### src/rtl/alu_pkg.sv
// Shared ALU types: opcode encoding, flag layout and flag bit positions.
package alu_pkg;

    typedef enum logic [2:0] {
        ADD = 3'd0,
        SUB = 3'd1,
        SHL = 3'd2,
        SHR = 3'd3,
        SRA = 3'd4,
        AND = 3'd5,
        OR  = 3'd6,
        XOR = 3'd7
    } AluOp;

    typedef struct packed {
        logic unsigned_ovf;
        logic signed_ovf;
        logic negative;
        logic zero;
    } AluFlags;

    localparam int FLAG_ZERO         = 0;
    localparam int FLAG_NEGATIVE     = 1;
    localparam int FLAG_SIGNED_OVF   = 2;
    localparam int FLAG_UNSIGNED_OVF = 3;

endpackage

### src/rtl/alu.sv
// 16-bit combinational ALU; shifts use operand b[3:0] as the shift amount.
module alu
    import alu_pkg::*;
(
    input  AluOp        op,
    input  logic [15:0] a,
    input  logic [15:0] b,
    output logic [15:0] result,
    output AluFlags     flags
);

    logic [16:0] wide;

    always_comb begin
        wide  = 17'd0;
        flags = '0;
        unique case (op)
            ADD: begin
                wide              = {1'b0, a} + {1'b0, b};
                flags.unsigned_ovf = wide[16];
                flags.signed_ovf   = (a[15] == b[15]) && (wide[15] != a[15]);
            end
            SUB: begin
                // Unsigned overflow on subtract is the borrow out.
                wide              = {1'b0, a} - {1'b0, b};
                flags.unsigned_ovf = wide[16];
                flags.signed_ovf   = (a[15] != b[15]) && (wide[15] != a[15]);
            end
            SHL:     wide = {1'b0, a << b[3:0]};
            SHR:     wide = {1'b0, a >> b[3:0]};
            SRA:     wide = {1'b0, $signed(a) >>> b[3:0]};
            AND:     wide = {1'b0, a & b};
            OR:      wide = {1'b0, a | b};
            default: wide = {1'b0, a ^ b};
        endcase
        result         = wide[15:0];
        flags.negative = result[15];
        flags.zero     = (result == 16'h0000);
    end

endmodule

### src/rtl/rr_arbiter.sv
// Round-robin arbiter: search starts one past the last winner and wraps.
module rr_arbiter #(
    parameter  int NumReq  = 4,
    localparam int IdWidth = $clog2(NumReq)
) (
    input  logic               Clock,
    input  logic               ResetN,
    input  logic [NumReq-1:0]  Requests,
    input  logic               Advance,
    output logic [NumReq-1:0]  Grant,
    output logic [IdWidth-1:0] GrantId
);

    logic [IdWidth-1:0] last_grant;
    logic [IdWidth-1:0] idx;
    logic               found;

    always_comb begin
        Grant   = '0;
        GrantId = '0;
        found   = 1'b0;
        idx     = '0;
        for (int k = 1; k <= NumReq; k++) begin
            idx = IdWidth'((int'(last_grant) + k) % NumReq);
            if (!found && Requests[idx]) begin
                found      = 1'b1;
                Grant[idx] = 1'b1;
                GrantId    = idx;
            end
        end
    end

    // Reset to the top index so requester 0 wins first.
    always_ff @(posedge Clock or negedge ResetN) begin
        if (!ResetN)
            last_grant <= IdWidth'(NumReq - 1);
        else if (Advance)
            last_grant <= GrantId;
    end

endmodule

### src/rtl/alu_arbiter.sv
// Shares one ALU among NumReq requesters; result lands in a single response register.
module alu_arbiter
    import alu_pkg::*;
#(
    parameter  int NumReq  = 4,
    localparam int IdWidth = $clog2(NumReq)
) (
    input  logic                 Clock,
    input  logic                 ResetN,
    input  logic [NumReq-1:0]    ReqValid,
    output logic [NumReq-1:0]    ReqReady,
    input  logic [NumReq*3-1:0]  ReqOperation,
    input  logic [NumReq*16-1:0] ReqOperand1,
    input  logic [NumReq*16-1:0] ReqOperand2,
    output logic                 RspValid,
    input  logic                 RspReady,
    output logic [IdWidth-1:0]   RspId,
    output logic [15:0]          RspResult,
    output logic [3:0]           RspFlags
);

    logic               stage_free;
    logic               xfer;
    logic [NumReq-1:0]  grant;
    logic [IdWidth-1:0] grant_id;
    logic [2:0]         op_bits;
    logic [15:0]        opa, opb, result;
    AluFlags            flags;

    assign stage_free = ~RspValid | RspReady;
    assign xfer       = stage_free & (|ReqValid);
    assign ReqReady   = stage_free ? grant : '0;

    rr_arbiter #(.NumReq(NumReq)) u_arb (
        .Clock    (Clock),
        .ResetN   (ResetN),
        .Requests (ReqValid),
        .Advance  (xfer),
        .Grant    (grant),
        .GrantId  (grant_id)
    );

    // One-hot grant selects the winner's payload.
    always_comb begin
        op_bits = 3'd0;
        opa     = 16'h0000;
        opb     = 16'h0000;
        for (int i = 0; i < NumReq; i++) begin
            if (grant[i]) begin
                op_bits = ReqOperation[i*3 +: 3];
                opa     = ReqOperand1[i*16 +: 16];
                opb     = ReqOperand2[i*16 +: 16];
            end
        end
    end

    alu u_alu (
        .op     (AluOp'(op_bits)),
        .a      (opa),
        .b      (opb),
        .result (result),
        .flags  (flags)
    );

    always_ff @(posedge Clock or negedge ResetN) begin
        if (!ResetN) begin
            RspValid  <= 1'b0;
            RspId     <= '0;
            RspResult <= 16'h0000;
            RspFlags  <= 4'h0;
        end else if (xfer) begin
            RspValid  <= 1'b1;
            RspId     <= grant_id;
            RspResult <= result;
            RspFlags  <= flags;
        end else if (RspReady) begin
            RspValid  <= 1'b0;
        end
    end

endmodule

### config.mk
export PLATFORM = sky130hd
export DESIGN_NAME = alu_arbiter
export DESIGN_NICKNAME = d
export VERILOG_FILES = /design/src/rtl/alu_pkg.sv /design/src/rtl/alu.sv /design/src/rtl/rr_arbiter.sv /design/src/rtl/alu_arbiter.sv
export SDC_FILE = /design/constraint.sdc
export NUM_CORES = 1
export LEC_CHECK = 0
export CAP_MARGIN = 20
export CORE_ASPECT_RATIO = 0.6
export CORE_MARGIN = 1.5
export CORE_UTILIZATION = 46
export DETAILED_ROUTE_END_ITERATION = 16
export PLACE_DENSITY_LB_ADDON = 0.08
export SETUP_SLACK_MARGIN = 0.02
export SYNTH_ARGS = -nofsm -noshare
export SYNTH_HDL_FRONTEND = slang
export SYNTH_SLANG_ARGS = --single-unit
export TNS_END_PERCENT = 30
### constraint.sdc
create_clock -name Clock -period 6.5 [get_ports Clock]
set_input_delay 1.3 -clock Clock [delete_from_list [all_inputs] [get_ports Clock]]
set_output_delay 1.3 -clock Clock [all_outputs]
set_load 0.02 [all_outputs]
# --- After elaboration in Yosys (flattened, before gate mapping) ---
# Index checks and enable logic that the tools add are counted.
# W data, S select, Z words.
classes:
  n_addsub: 6
  n_lt_le_gt_ge: 8
  n_eq_ne: 10
  n_shift: 3
  n_mux: 44
  bitwise: 9
  n_reduce_logical: 16
op_table:
  columns: ["cell", "count"]
  rows:
  - ["$mux W16", 8]
  - ["$pmux W16 S7", 1]
  - ["$mux W4", 5]
  - ["$add A16 B16 Y17", 1]
  - ["$sub A16 B16 Y17", 1]
  - ["$and A16 B16 Y16", 1]
  - ["$logic_not A16 Y1", 1]
  - ["$or A16 B16 Y16", 1]
  - ["$shl A16 B4 Y16", 1]
  - ["$shr A16 B4 Y16", 1]
  - ["$sshr A16 B4 Y16", 1]
  - ["$xor A16 B16 Y16", 1]
  - ["$mux W1", 13]
  - ["$lt A2 B3 Y1 const B", 4]
  - ["$mux W3", 4]
  - ["$or A4 B4 Y4", 3]
  - ["$eq A3 B3 Y1 const B", 3]
  - ["$logic_and A1 B1 Y1", 9]
  - ["$bmux W1 S2", 4]
  - ["$demux W1 S2", 4]
  - ["$ge A2 B1 Y1 const B", 4]
  - ["$mux W2", 4]
  - ["$eq A3 B2 Y1 const B", 2]
  - ["$add A2 B1 Y2 const B", 2]
  - ["12 further kinds", 17]
word_totals:
  reg_bits: 25
  input_bits: 147

# --- Depth between registers and ports, before layout ---
# Gate-level depths: netlist of run 1.
logic_depth:
  word_depth: 21
  mapped_depth: 30
  depth_no_buf: 26

# --- By module ---
# From an unflattened synthesis of run 1, not the netlist that was laid out.
unflattened:
  cells_unflattened: 904
  hier_area_um2: 7113.1
modules_own_cells:
  columns: ["mod", "instances", "cells_each", "area_each_um2"]
  rows:
  - ["alu", 1, 624, 4521.8]
  - ["alu_arbiter", 1, 223, 2005.7]
  - ["rr_arbiter", 1, 57, 585.6]

# --- Least setup slack after synthesis of run 1 ---
# Ideal clock, no wire load.
synth_timing:
  path_kind: "input to register"
  from: "in ReqValid[2]"
  to: "reg RspFlags[0]"
  setup_time_ps: 103
  arrival_ps: 6315
  setup_slack_ps: 81
  stages: 26
  path_cell_list: "mux4_2 > clkbuf_1 > nor2b_1 > a21oi_1 > o211ai_1 > buf_4 > o2111ai_1 > o221ai_2 > inv_2 > buf_2 > ha_1 > inv_1 > fa_1 > o21bai_1 > a21o_1 > a21oi_1 > o21ai_0 > a211oi_1 > nor3b_1 > nor2_1 > a22oi_1 > or4b_1 > o21a_1 > o22ai_1 > nand4_1 > o41ai_2"
synth_via:
  elab_chain_len: 19
  word_cells_on_any_way: 55
  classes_between: "add/sub (2); eq/ne (6); shift (3); mux (28); bitwise (7); reduce/logical (9)"
synth_rtl:
  columns: ["item", "line", "rtl"]
  rows:
  - ["from (decl)", "alu_arbiter.sv:10", "input logic [NumReq-1:0] ReqValid,"]
  - ["$bmux W1 S2", "rr_arbiter.sv:25", "if (!found && Requests[idx]) begin"]
  - ["$mux W1 (not written as such)", "rr_arbiter.sv:25", null]
  - ["$mux W1", "rr_arbiter.sv:25", null]
  - ["$logic_not A1 Y1", "rr_arbiter.sv:25", null]
  - ["$logic_and A1 B1 Y1", "rr_arbiter.sv:25", null]
  - ["$mux W1", "rr_arbiter.sv:25", null]
  - ["$logic_not A1 Y1", "rr_arbiter.sv:25", null]
  - ["$logic_and A1 B1 Y1", "rr_arbiter.sv:25", null]
  - ["$mux W1", "rr_arbiter.sv:25", null]
  - ["$logic_not A1 Y1", "rr_arbiter.sv:25", null]
  - ["$logic_and A1 B1 Y1", "rr_arbiter.sv:25", null]
  - ["$mux W4", "rr_arbiter.sv:25", null]
  - ["$mux W16 / $mux W3 (equally long branches) (4 in series)", "alu_arbiter.sv:49", "if (grant[i]) begin"]
  - ["$sub A16 B16 Y17 (tied with other cells)", "alu.sv:25", "wide = {1'b0, a} - {1'b0, b};"]
  - ["$pmux W16 S7", "alu.sv:17", "unique case (op)"]
  - ["$logic_not A16 Y1", "alu.sv:38", "flags.zero = (result == 16'h0000);"]
  - ["to (signal assigned)", "alu_arbiter.sv:75", "RspFlags <= flags;"]
  - ["to (decl)", "alu_arbiter.sv:19", "output logic [3:0] RspFlags"]
# Parallel ways exist; a longest one is shown, timed or not. The select of a mux whose other input is x is not followed.
# A chain may end at the register's enable or synchronous reset.

# --- Worst setup path in the final report of run 1 ---
layout_timing:
  from: "in ReqValid[1]"
  to: "reg RspFlags[0]"
# The elaborated chain is that of the path after synthesis.

==> results of run 1 <==
repair_timing:
item | CTS | global route
buffers inserted | 2 | 3
resized for setup | 23 | 42
pin swaps | 5 | 19
setup endpoints to repair | 10 | 11
worst max path at each step:
| stage | slack, ns | to | from |
|---|---|---|---|
| after floorplan | 0.08 | RspFlags[0] | ReqValid[2] |
| after global placement | -0.55 | RspFlags[0] | ReqValid[1] |
| after detailed placement | -0.81 | RspFlags[0] | ReqValid[1] |
| after CTS | 0.02 | RspFlags[0] | ReqValid[1] |
| after global routing | -0.10 | RspFlags[0] | ReqValid[1] |
| final | 0.11 | RspFlags[0] | ReqValid[1] |
cells by family after synthesis:
logic type / share of synthesized area
adder cells (fa/ha/maj): 0.120
AO/OA/AOI/OAI: 0.417
multiplexers: 0.0737
XOR/XNOR: 0.0279
flip-flops: 0.0913
buffers and inverters: 0.0976
AND/OR/NAND/NOR: 0.173
cell usage after synthesis, drive strengths merged, types with 5 or more instances:
library cell   n
o21ai         94
nor2          75
inv           70
nand2         66
ha            60
a21oi         55
buf           45
o211ai        35
a211oi        29
clkbuf        27
mux2i         25
o2111ai       23
dfrtp         22
nand3         22
a21o          20
xnor2         19
nor3          17
a22oi         16
o221ai        16
o22ai         14
mux2          11
a31oi         10
o21bai         9
o22a           9
and2           8
nor2b          8
nand4          7
nor4           6
o21a           6
and3           5
mux4           5
nand2b         5
o31ai          5
or2            5
or3            5
metrics by stage:
step	TNS [ns]	hold slack [ns]	area, µm²
after global placement	-2.70	0.459	9610
after detailed placement	-4.60	0.472	9610
final	0	0.490	9970
after global routing	-0.145	0.503	9970
after floorplan	0	0.590	6600
after CTS	0	0.492	9800
layer usage:
layer  part of all wire  GRT usage  vias to the layer above
met1               0.43      0.546                     4040
met4              0.018     0.0723                        0
met2               0.40      0.564                      619
li1                   -          -                     4052
met5                  0          0                        -
met3               0.15      0.125                       54
final cells by class:
cell class                 instances  share of cell area
clock inverter                     1             0.00301
inverter                          70              0.0264
tap                              192              0.0241
clock buffer                       3             0.00753
multi-input combinational        752               0.559
sequential                        24              0.0605
timing repair buffer             360               0.320
registers in the layout (all words and copies together), names as in the netlist:
signal            count
RspValid              1
RspFlags              4
RspResult            15
RspId                 2
u_arb.last_grant      2
worst reg2reg max path, delay by kind of cell (launching register included):
kind | cells | cell delay, ns
adders and majority gates | 3 | 1.01
muxes | 3 | 0.94
and+or+nand+nor | 4 | 0.77
buffers and inverters | 7 | 0.93
DFF | 1 | 0.53
AOI/OAI and AO/OA | 12 | 1.94
==> metrics, run 1 <==
status=complete, no violations; DRC violations left=0; post-synth top area share=0.114; Syn Nets=1,127; vias post-DR=8,765; ant diodes=0; R2R cell count=29; worst hold path class=flop to flop; syn_area_per_cell=7.19 µm²; first-pass GRT wire length=44,600 µm; GR Overflow Total=0; initial antenna violation count=0; Port Buf Inserts=173; Initial Util=0.477; Yosys cell types=82; leading area contributor after synthesis=ha_1; Critical-path top delay cell=mux4_2; largest net degree at the start of global routing=~50; non-filler instance count after layout=between 1k and 1.5k; hold depth=2; WP depth=29; critical path type=input port to flop; fin crit share=0.983; Worst Max-Slew Pin Slew=~0.83 ns; register area=603 µm²; routed length per instance=21.4 µm; routed wire length=30,000 µm; reg-to-reg critical path endpoint=RspFlags[0]; Area contributors post-synth=ha_1 (11%), dfrtp_1 (8.3%), o21ai_0 (6.8%), nor2_1 (4.2%), a21oi_1 (4.0%); Root Buffer=clkbuf_16; Max Clk Rate=around 160 MHz; CP peak stage delay=0.54 ns; clock skew=0.00225 ns; Post-CTS Hold Buffers=0; max cap viols=0; WHS Endpoint=RspFlags[2]; initial drt markers=1,398; Longest Clk Path Bufs=2; pre-CTS setup slack=-0.809 ns; Ys Warns=0; All-Layer GR Usage=0.385; CP endpoint kind=flop; share of cells above drive strength 1=0.231; CTS tree=built; prevailing post-synth register cell=dfrtp_1; die area=0.0151 mm²; Die Height=about 96 µm; Post-DRT Antenna Nets=0; # H-tree levels=1; fin. max-slew vios=0; RePlAce Congestion=1.03; I/O Pins=approximately 170; EDFF count, synth=0; Synth Cell Area=0.00660 mm²; Seq/Total Area, Yosys=0.0913; die width=158 µm; CP Buf/Inv Count=8; # fillers=1,120; final net count=1,420; R2R Path Start=u_arb.last_grant[1]; Final Hold Fails=0; placed cell count=1,392; reg2reg setup slack=0.27 ns; Rows=33; Final Core Density=0.721; Clk Latency, worst-skew pair=0.26 ns; area of the multi-input gates=0.00557 mm²; DP HPWL=approximately 24,000 µm; min Tclk post-route=~6.4 ns; most frequent cells in the layout=buf_4 (181), clkdlybuf4s50_1 (169), o21ai_0 (83), nor2_1 (73), inv_1 (68); area delta synth->final=51.0%; drt pass-1 iters=6; Arrival @ worst endpoint=around 6.6 ns; Core Box Area=around 0.014 mm²; CTS sink cnt=24; CP Max Fanout=6; most numerous cell on the critical path=buf_4; Post-Syn Instances=a little over 900; CP startpoint kind=input port; critical path data required time=6.66 ns; commonest non-fill, non-tap cell in the layout=buf_4; cts bufs inserted=3; Clock Pin Slew Worst Setup and Hold Paths=0.06 ns; count of endpoints failing setup in the final report=0; ys async rst share=1.00; Slew HR=0.431; PnR worst setup slack=0.110 ns; Avg Vias per Cell=around 6.3; Hold Path Origin=RspFlags[2]; CP delay by family, top=compound AO/OA/AOI/OAI gates; vias in the first global route=7,984; synthesis-stage register bit count=24
Power of run 1 is not shown: default switching activity piles up to over one toggle a cycle in this logic, so the estimate is an artifact.
==> run 2, diff against run 1 <==
--- a/config.mk
+++ b/config.mk
@@ -10,7 +10,9 @@
 export CORE_MARGIN = 1.5
 export CORE_UTILIZATION = 46
 export DETAILED_ROUTE_END_ITERATION = 16
+export MAX_ROUTING_LAYER = met4
 export PLACE_DENSITY_LB_ADDON = 0.08
+export RECOVER_POWER = 25
 export SETUP_SLACK_MARGIN = 0.02
 export SYNTH_ARGS = -nofsm -noshare
 export SYNTH_HDL_FRONTEND = slang
==> metrics, run 2 (same netlist as run 1, synthesis figures left out) <==
status=complete, no violations; final net count=1,421 (+0.070%); drt pass-1 iters=8 (+2); CP startpoint kind=input port; I/O Pins=174 (unchanged); CP endpoint kind=flop; initial antenna violation count=0 (unchanged); Final Hold Fails=0 (unchanged); WHS Endpoint=RspResult[13]; CTS tree=built; routed length per instance=20.6 µm (-3.5%); RePlAce Congestion=1.04 (+0.98%); GR Overflow Total=0 (unchanged); DP HPWL=23,100 µm (-3.6%); Core Box Area=0.0138 mm² (unchanged); Port Buf Inserts=173 (unchanged); die width=158 µm (unchanged); # H-tree levels=1 (unchanged); worst hold path class=flop to flop; die area=0.0151 mm² (unchanged); Avg Vias per Cell=6.27 (+0.21%); Rows=33 (unchanged); Most flops, register=RspResult; R2R Path Start=u_arb.last_grant[1]; Die Height=95.8 µm (unchanged); commonest non-fill, non-tap cell in the layout=buf_4; Max Clk Rate=158 MHz (+0.82%); max cap viols=0 (unchanged); All-Layer GR Usage=0.384 (-0.00118); Arrival @ worst endpoint=6.49 ns (-0.06 ns); ant diodes=0 (unchanged); critical path data required time=6.65 ns (about the same); DRC violations left=0 (unchanged); most frequent cells in the layout=buf_4 (178), clkdlybuf4s50_1 (168), o21ai_0 (84), nor2_1 (73), inv_1 (64); initial drt markers=1,298 (-7.2%); max FFs per register=15 (unchanged); Slew HR=0.256 (-0.174); cts bufs inserted=3 (unchanged); area delta synth->final=52.5%; R2R cell count=28 (-3.4%); largest net degree at the start of global routing=50 (+2.0%); Longest Clk Path Bufs=2 (unchanged); fin. max-slew vios=0 (unchanged); CTS sink cnt=24 (unchanged); routed wire length=28,900 µm (-3.4%); vias in the first global route=7,925 (-0.74%); min Tclk post-route=6.34 ns (-0.0517 ns); Clk Latency, worst-skew pair=0.25 ns (about the same); Critical-path top delay cell=mux4_2; Worst Max-Slew Pin Slew=1.12 ns (+0.283 ns); hold depth=2 (unchanged); Clock Pin Slew Worst Setup and Hold Paths=0.06 ns (about the same); count of endpoints failing setup in the final report=0 (unchanged); critical path type=input port to flop; # fillers=1,128 (+0.71%); Post-CTS Hold Buffers=0 (unchanged); Initial Util=0.477 (unchanged); reg-to-reg critical path endpoint=RspFlags[0]; Hold Path Origin=RspResult[13]; fin crit share=0.975 (-0.00796); Final Hold Slack=0.480 ns (-0.00915 ns); share of cells above drive strength 1=0.241 (+0.00972); CP peak stage delay=0.52 ns (-0.02 ns); reg2reg setup slack=0.29 ns (+0.02 ns); most numerous cell on the critical path=buf_4; clock skew=0.00306 ns (+0.000809 ns); vias post-DR=8,790 (+0.29%); first-pass GRT wire length=43,700 µm (-2.1%); Largest regs=RspResult: 15 flops, RspFlags: 4 flops; Root Buffer=clkbuf_16; Post-DRT Antenna Nets=0 (unchanged); CP Max Fanout=10 (+4)
run 2: worst max-delay path, delay by kind of cell:
family | cells | cell delay, ns
AO/OA/AOI/OAI | 13 | 2.23
buffers and inverters | 7 | 1.03
multiplexers | 3 | 0.86
adder cells (fa/ha/maj) | 2 | 0.55
AND/OR/NAND/NOR | 3 | 0.50
run 2: per-layer routing:
| metal | global-route usage | routed length (µm) | vias to the layer above |
|---|---|---|---|
| met5 | - | 0 | - |
| met4 | 0.0755 | 584 | 0 |
| met3 | 0.133 | 4390 | 65 |
| met2 | 0.531 | 11500 | 635 |
| met1 | 0.531 | 12500 | 4042 |
| li1 | - | - | 4048 |
run 2: cell type report:
type,instances,area (µm²),area share
clock buffers,4,78.8,0.00783
inverters,70,263,0.0261
multi-input cells,752,5650,0.561
flip-flops and latches,24,603,0.0599
well taps,192,240,0.0239
repair buffers,361,3240,0.322
run 2: repair_timing:
| item | in CTS | in global routing |
|---|---|---|
| gates cloned | 0 | 0 |
| setup buffers | 2 | 8 |
| setup endpoints to repair | 8 | 11 |
| resized for setup | 18 | 70 |
| pin swaps | 5 | 35 |
run 2: worst max-delay path by stage:
stage           startpoint     endpoint  depth (start not counted)
2_1_floorplan  ReqValid[2]  RspFlags[0]                         26
3_3_place_gp   ReqValid[1]  RspFlags[0]                         27
3_5_place_dp   ReqValid[1]  RspFlags[0]                         27
4_1_cts        ReqValid[1]  RspFlags[0]                         27
5_1_grt        ReqValid[2]  RspFlags[0]                         28
6_report       ReqValid[1]  RspFlags[0]                         28
run 2: stage by stage:
| stage | utilization | setup TNS (ns) | setup WS, ns | cell area (µm²) | instances |
|---|---|---|---|---|---|
| finish | 0.728 | 0 | 0.161 | 10100 | 1403 |
| global route | 0.728 | -0.0780 | -0.0780 | 10100 | 1403 |
| CTS | 0.707 | 0 | 0.0220 | 9780 | 1394 |
| detailed placement | 0.696 | -3.99 | -0.708 | 9630 | 1388 |
| global placement | 0.696 | -1.99 | -0.466 | 9630 | 1388 |
| floorplan | - | 0 | 0.0811 | 6600 | 918 |
Power of run 2 is left out for the same reason.
==> run 3, diff against run 2 <==
--- a/config.mk
+++ b/config.mk
@@ -5,9 +5,8 @@
 export SDC_FILE = /design/constraint.sdc
 export NUM_CORES = 1
 export LEC_CHECK = 0
-export CAP_MARGIN = 20
 export CORE_ASPECT_RATIO = 0.6
-export CORE_MARGIN = 1.5
+export CORE_MARGIN = 2
 export CORE_UTILIZATION = 46
 export DETAILED_ROUTE_END_ITERATION = 16
 export MAX_ROUTING_LAYER = met4
==> metrics, run 3 (same netlist as run 1, synthesis figures left out) <==
max FFs per register=15 (unchanged); count of endpoints failing setup in the final report=0 (unchanged); placed cell count=1,416 (+2.0%); die width=159 µm (+0.63%); commonest non-fill, non-tap cell in the layout=buf_4; Avg Vias per Cell=6.22 (-0.71%); Root Buffer=clkbuf_16; WP depth=26 (-7.1%); share of cells above drive strength 1=0.263 (+0.0215); critical path type=input port to flop; CTS sink cnt=24 (unchanged); vias in the first global route=8,464 (+6.8%); Core Box Area=0.0138 mm² (unchanged); first-pass GRT wire length=46,000 µm (+5.2%); Rows=33 (unchanged); R2R cell count=27 (-3.6%); CP Buf/Inv Count=5 (-2); Arrival @ worst endpoint=6.54 ns (+0.05 ns); All-Layer GR Usage=0.387 (+0.00343); CP peak stage delay=0.52 ns (about the same); CP Max Fanout=6 (-4); Initial Util=0.477 (unchanged); min Tclk post-route=6.39 ns (+0.0515 ns); GR Overflow Total=0 (unchanged); Slew HR=0.316 (+0.0599); vias post-DR=8,964 (+2.0%); Critical-path top delay cell=mux4_2; reg2reg setup slack=0.25 ns (-0.04 ns); cts bufs inserted=3 (unchanged); routed wire length=30,300 µm (+4.8%); Final Hold Slack=0.477 ns (-0.00384 ns); DRC violations left=0 (unchanged); RePlAce Congestion=1.12 (+7.1%); non-filler instance count after layout=1,441 (+2.7%); initial drt markers=1,305 (+0.54%); clock skew=0.000818 ns (-0.00224 ns); RSZ-0062 raised after global routing=yes; # H-tree levels=1 (unchanged); Final Cell Area=0.0103 mm² (+2.7%); fin crit share=0.983 (+0.00793); Final Hold Fails=0 (unchanged); R2R Path Start=u_arb.last_grant[1]; critical path data required time=6.65 ns (about the same); area delta synth->final=56.7%; Post-DRT Antenna Nets=0 (unchanged); DP HPWL=24,100 µm (+4.2%); Post-CTS Hold Buffers=0 (unchanged); placed cell area=0.00980 mm² (+1.8%); most frequent cells in the layout=buf_4 (218), clkdlybuf4s50_1 (168), o21ai_0 (82), nor2_1 (72), inv_1 (68); CP delay by family, top=compound AO/OA/AOI/OAI gates; fin. max-slew vios=0 (unchanged); worst hold path class=flop to flop; Port Buf Inserts=173 (unchanged); Max Clk Rate=156 MHz (-0.81%); initial antenna violation count=0 (unchanged); Setup crit start=ReqValid[2]; routed length per instance=21.0 µm (+2.0%); Largest regs=RspResult: 15 flops, RspFlags: 4 flops; largest net degree at the start of global routing=50 (unchanged); Worst Max-Slew Pin Slew=1.02 ns (-0.0932 ns); Die Height=96.8 µm (+1.0%); die area=0.0154 mm² (+1.7%); max cap viols=0 (unchanged); reg-to-reg critical path endpoint=RspFlags[0]; Clock Pin Slew Worst Setup and Hold Paths=0.06 ns (about the same); ant diodes=0 (unchanged); Clk Latency, worst-skew pair=0.25 ns (about the same); Critical Path Sink=RspFlags[0]; drt pass-1 iters=6 (-2); CP endpoint kind=flop; I/O Pins=174 (unchanged); PnR worst setup slack=0.110 ns (-0.0515 ns); Most flops, register=RspResult; status=complete, no violations; # fillers=1,054 (-6.6%); pre-CTS setup slack=-0.850 ns (-0.142 ns); final net count=1,459 (+2.7%); CP startpoint kind=input port; CTS tree=built; Longest Clk Path Bufs=2 (unchanged)
==> run 3: cell type report <==
class                      count  area, µm²  area share
multi-input combinational    752       5680       0.549
timing repair buffer         399       3470       0.336
inverter                      70        263      0.0254
clock buffer                   4       88.8     0.00859
tap                          192        240      0.0232
sequential                    24        603      0.0583
==> run 3: worst min path at each step <==
stage,slack (ns),endpoint,depth (start not counted),from
after CTS,0.48,RspResult[8],2,RspResult[8]
after global placement,0.46,RspResult[5],2,RspResult[5]
after global routing,0.51,RspResult[8],2,RspResult[8]
final,0.48,RspResult[8],2,RspResult[8]
after detailed placement,0.47,RspResult[4],2,RspResult[4]
after floorplan,0.59,RspFlags[2],2,RspFlags[2]
==> run 3: through the flow <==
step            util  setup TNS, ns
5_1_grt        0.748         -0.188
3_5_place_dp   0.708          -5.32
3_3_place_gp   0.708          -2.36
4_1_cts        0.733              0
6_report       0.748              0
2_1_floorplan      -              0
==> run 3: routing by layer <==
metal | GRT usage | share of wire | wire (µm)
met1 | 0.542 | 0.43 | 13000
met2 | 0.536 | 0.40 | 12100
met3 | 0.121 | 0.14 | 4200
met4 | 0.0922 | 0.033 | 1010
met5 | - | 0 | 0
==> run 3: repair_timing <==
item | in CTS | in global routing
setup buffers | 16 | 7
resized for setup | 54 | 32
setup endpoints to repair | 9 | 8
pin swaps | 30 | 35
==> run 3: worst register-to-register path, delay by kind of cell (launching register included) <==
family	cells	cell delay, ns
flip-flops	1	0.53
AO/OA/AOI/OAI	10	2.22
XOR/XNOR	1	0.17
adder cells (fa/ha/maj)	2	0.58
buffers and inverters	5	0.66
multiplexers	1	0.59
AND/OR/NAND/NOR	8	1.41
Power of run 3 is left out for the same reason.
